## src/rtl/ungapped_extension_ctrl.sv

```systemverilog
// ungapped_extension_ctrl: BLAST-N ungapped extension sequencer.
// Scores base pairs +2/-1, tracks best score/length, stops on X-drop or end of sequence.
module ungapped_extension_ctrl #(
    parameter int SCORE_W = 12,
    parameter int LEN_W   = 8
) (
    input  logic                      clk,
    input  logic                      rst_n,
    input  logic                      start,
    input  logic [LEN_W-1:0]          max_len,
    input  logic [SCORE_W-1:0]        xdrop,
    output logic                      base_req,
    output logic [LEN_W-1:0]          base_idx,
    input  logic                      base_vld,
    input  logic [1:0]                query_base,
    input  logic [1:0]                subj_base,
    output logic                      busy,
    output logic                      done,
    output logic signed [SCORE_W-1:0] best_score,
    output logic [LEN_W-1:0]          best_len,
    output logic                      stop_reason
);
    typedef enum logic [1:0] {IDLE, FETCH, ACCUM, DONE} state_t;

    state_t                    state_q, state_d;
    logic [LEN_W-1:0]          idx_q, idx_d, max_len_q, max_len_d, best_len_q, best_len_d, idx_inc;
    logic [SCORE_W-1:0]        xdrop_q, xdrop_d, gap;
    logic signed [SCORE_W-1:0] run_q, run_d, best_q, best_d, run_nx, best_nx;
    logic [1:0]                qb_q, qb_d, sb_q, sb_d;
    logic                      stop_q, stop_d, req_q, req_d, busy_q, busy_d, done_q, done_d;

    always_comb begin
        state_d    = state_q;
        idx_d      = idx_q;
        max_len_d  = max_len_q;
        xdrop_d    = xdrop_q;
        run_d      = run_q;
        best_d     = best_q;
        best_len_d = best_len_q;
        stop_d     = stop_q;
        qb_d       = qb_q;
        sb_d       = sb_q;
        idx_inc    = idx_q + LEN_W'(1);
        run_nx     = (qb_q == sb_q) ? run_q + SCORE_W'(2) : run_q - SCORE_W'(1);
        best_nx    = (run_nx > best_q) ? run_nx : best_q;
        // best never trails run, so the gap is a non-negative magnitude
        gap        = best_nx - run_nx;
        case (state_q)
            IDLE: begin
                if (start) begin
                    max_len_d  = max_len;
                    xdrop_d    = xdrop;
                    idx_d      = '0;
                    run_d      = '0;
                    best_d     = '0;
                    best_len_d = '0;
                    stop_d     = 1'b0;
                    state_d    = (max_len == '0) ? DONE : FETCH;
                end
            end
            FETCH: begin
                if (base_vld) begin
                    qb_d    = query_base;
                    sb_d    = subj_base;
                    state_d = ACCUM;
                end
            end
            ACCUM: begin
                run_d      = run_nx;
                best_d     = best_nx;
                best_len_d = (run_nx > best_q) ? idx_inc : best_len_q;
                if (gap >= xdrop_q) begin
                    stop_d  = 1'b1;
                    state_d = DONE;
                end else if (idx_inc == max_len_q) begin
                    stop_d  = 1'b0;
                    state_d = DONE;
                end else begin
                    idx_d   = idx_inc;
                    state_d = FETCH;
                end
            end
            default: state_d = IDLE;
        endcase
        req_d  = (state_d == FETCH);
        busy_d = (state_d != IDLE);
        done_d = (state_d == DONE);
    end

    always_ff @(posedge clk or negedge rst_n) begin
        if (!rst_n) begin
            state_q    <= IDLE;
            idx_q      <= '0;
            max_len_q  <= '0;
            xdrop_q    <= '0;
            run_q      <= '0;
            best_q     <= '0;
            best_len_q <= '0;
            stop_q     <= 1'b0;
            qb_q       <= '0;
            sb_q       <= '0;
            req_q      <= 1'b0;
            busy_q     <= 1'b0;
            done_q     <= 1'b0;
        end else begin
            state_q    <= state_d;
            idx_q      <= idx_d;
            max_len_q  <= max_len_d;
            xdrop_q    <= xdrop_d;
            run_q      <= run_d;
            best_q     <= best_d;
            best_len_q <= best_len_d;
            stop_q     <= stop_d;
            qb_q       <= qb_d;
            sb_q       <= sb_d;
            req_q      <= req_d;
            busy_q     <= busy_d;
            done_q     <= done_d;
        end
    end

    assign base_req    = req_q;
    assign base_idx    = idx_q;
    assign busy        = busy_q;
    assign done        = done_q;
    assign best_score  = best_q;
    assign best_len    = best_len_q;
    assign stop_reason = stop_q;
endmodule

```

## config.mk

```make
export PLATFORM = sky130hd
export DESIGN_NAME = ungapped_extension_ctrl
export DESIGN_NICKNAME = d
export VERILOG_FILES = /design/src/rtl/ungapped_extension_ctrl.sv
export SDC_FILE = /design/constraint.sdc
export NUM_CORES = 1
export LEC_CHECK = 0
export BUFFER_PORTS_ARGS = -buffer_cell sky130_fd_sc_hd__buf_4
export CORE_UTILIZATION = 40
export CTS_BUF_LIST = sky130_fd_sc_hd__clkbuf_4
export DETAILED_ROUTE_END_ITERATION = 12
export HOLD_SLACK_MARGIN = 0.02
export PLACE_DENSITY = 0.7
export SETUP_SLACK_MARGIN = 0.2
export SYNTH_ARGS = -nofsm -noshare
export SYNTH_HDL_FRONTEND = slang
export SYNTH_SLANG_ARGS = --single-unit
```

## constraint.sdc

```tcl
create_clock -name clk -period 17.2 [get_ports clk]
set_input_delay 0.86 -clock clk [delete_from_list [all_inputs] [get_ports clk]]
set_output_delay 0.86 -clock clk [all_outputs]
set_load 0.02 [all_outputs]
```

==> results_dict.tcl <==
set metrics [dict create \
    status "finished clean" \
    cts_buffers 9 \
    slowest_stage "nor2_1" \
    dr.pass1.iters 5 \
    synth_top_family_by_area "compound AO/OA/AOI/OAI gates" \
    drc 0 \
    synthFlopType "dfrtp_1" \
    synth_compound_area_share_pct 17.4 \
    place.gp.congestion 0.857 \
    drt_wl_total_um 10400 \
    wire_per_inst_um 15.5 \
    drive_gt1_share_pct 20.6 \
    muxShareOfSynthArea_pct 5.38 \
    path_clk_slew_ps 130 \
    fin_worst_skew_ps 23.9 \
    antenna_cells 0 \
    syn-cell-area_sq_mm 0.00458 \
    syn-num-nets 547 \
    ctsHoldBuffers 0 \
    period_needed_ps 7730 \
    setup_ws_ps 9470 \
    die_area_sq_mm 0.0119 \
    grt-ovfl-total 0 \
    period_share_pct 44.9 \
    routed_via_density 5.39 \
    grt_setup_unrepaired "false" \
    cp_common_cell "a21oi_1" \
    grt_max_degree 71 \
    final_antenna_net_count 0 \
    start_util_pct 41.7 \
    fin_nets 600 \
    ys_seq_area_share_pct 38.2 \
    finalHoldViolations 0 \
    io_pins 60 \
    synth_edf_count 0 \
    start_kind "register" \
    endpoint_kind "register" \
    worstPathRequired_ps 17540 \
    synth_seq_cells 70 \
    num_vias 3636 \
    critPathMaxStageDelay_ps 610 \
    die_h_um 109 \
    pre_cts_ws_ps 9550 \
    hold_path_class "register to register" \
    drv_cap 0 \
    grt_use_total_pct 19.5 \
    tightest_slew_ps 873 \
    slew-limit-headroom_pct 41.8 \
    fmax_mhz 129 \
    die_x_um 109 \
    synth.most_common_cell "dfrtp_1" \
    critPathKind "register to register" \
    yosysTopAreaCellShare_pct 38.2 \
    reg2reg_slack_ps 9470 \
    synth.area.top_cells "dfrtp_1, ha_1, a22o_1" \
    ys_types 63 \
    synthAdderAreaFrac_pct 11.6 \
    cts_htree_levels 3 \
    grt_pass1_wl_um 17900 \
    cts_tree "done" \
    finalSetupViolations 0 \
    post_cts_buffers 0 \
    syn_to_final_growth_pct 15.3 \
    clk_latency_ps 440 \
    synth_top_cell_by_area "dfrtp_1" \
    std_cell_rows 38 \
    slew_viol_final 0 \
    core_area_sq_mm 0.0110 \
    synth_xor_xnor_area_share_pct 7.73 \
    antenna_found_initial 0 \
    yosys_warnings 0 \
    clock_sinks 70 \
    cp_max_fo 20 \
    finalSetupTns_ps 0 \
    cts_resized 0 \
    cts_buffer_depth 2 \
    port_buffers 59 \
    async_reset_ff_share_pct 100 \
    first_iter_violations 145 \
    cts-root-buf "clkbuf_4" \
    grt_pass1_vias 3654 \
    yosys.area_share.simple_pct 13.8 \
    syn_inst 477 \
    cp.arrival_ps 8070 \
    dp_hpwl_um 7860 \
    hold_slack_ps 531 \
    avgSynthCellArea_sq_um 9.61 \
    synth_commonest_cells "dfrtp_1, inv_1, nand2_1" \
]
kinds of logic (layout without fill, tap and decap cells):
group	Yosys count	count (layout)
compound gates	117	117
xor+xnor	38	38
fa+ha+maj	42	42
buf+inv	66	124
flops	70	70
mux	22	22
simple gates	122	122
per-stage QoR:
step	cell area [sq um]	util, %	cells
floorplan	4580	-	477
global placement	5140	46.8	659
detailed placement	5140	46.8	659
CTS	5280	48.1	675
global route	5280	48.1	675
finish	5280	48.1	675
worst max-delay path: cells and delay by family (launching register included):
kind,cells,cell delay [ps]
fa+ha+maj,4,1060
mux,1,250
buf+inv,1,60
compound gates,13,2980
simple gates,7,2180
flops,1,410
xor+xnor,3,700
flip-flops by register name (all words and copies together), names as in the netlist, 2 cells and up:
signal      flops
xdrop_q        12
sb_q            2
base_idx        8
best_score     12
run_q          12
state_q         2
max_len_q       8
qb_q            2
best_len        8
per-layer routing:
layer  vias up  GRT usage [%]  share of wire, %
li1       1787              -                 -
met2        79           33.9                51
met1      1759           23.7                43
met3        11           4.96               4.9
met4         0           5.79               1.5
met5         -              0                 0
worst paths after layout:
check,from,endpoint,cells after the start
setup reg to reg,sb_q[1]$_DFFE_PN0P_,base_idx[3]$_DFFE_PN0P_,29
max in group asynchronous,rst_n,best_score[3]$_DFFE_PN0P_,1
hold reg to reg,best_len[7]$_DFFE_PN0P_,best_len[7]$_DFFE_PN0P_,1
setup / recovery,sb_q[1]$_DFFE_PN0P_,base_idx[3]$_DFFE_PN0P_,29
min in group asynchronous,rst_n,base_idx[1]$_DFFE_PN0P_,1
hold / removal,best_len[7]$_DFFE_PN0P_,best_len[7]$_DFFE_PN0P_,1
area by class of cell:
cell class              instances  area (sq um)
fillers                      1040          5700
multi-input cells             341          2570
inverters                      45           169
clock buffers                  11          82.6
well taps                     140           175
repair buffers                 63           473
clock inverters                 5          60.1
flip-flops and latches         70          1750
layout by cell type (no fill, tap or decap), types with 4 or more instances in the layout:
master	Yosys	final
nor2_1	22	22
mux2_2	17	17
clkbuf_4	0	11
buf_4	0	63
nand4_1	5	5
mux2i_1	4	4
a21o_1	5	5
ha_1	41	41
xnor2_1	22	22
inv_1	45	45
o211ai_1	5	5
o21ai_0	35	34
a21oi_1	19	19
xor2_1	14	14
nor3_1	6	6
and2_1	5	5
nand3_1	11	11
a22o_1	23	23
dfrtp_1	70	70
nand2_1	42	42
nor4_1	6	6
Power is left out: the tool's default activity adds up to more than one toggle a clock period on the data nets, which glitch-free logic cannot reach.
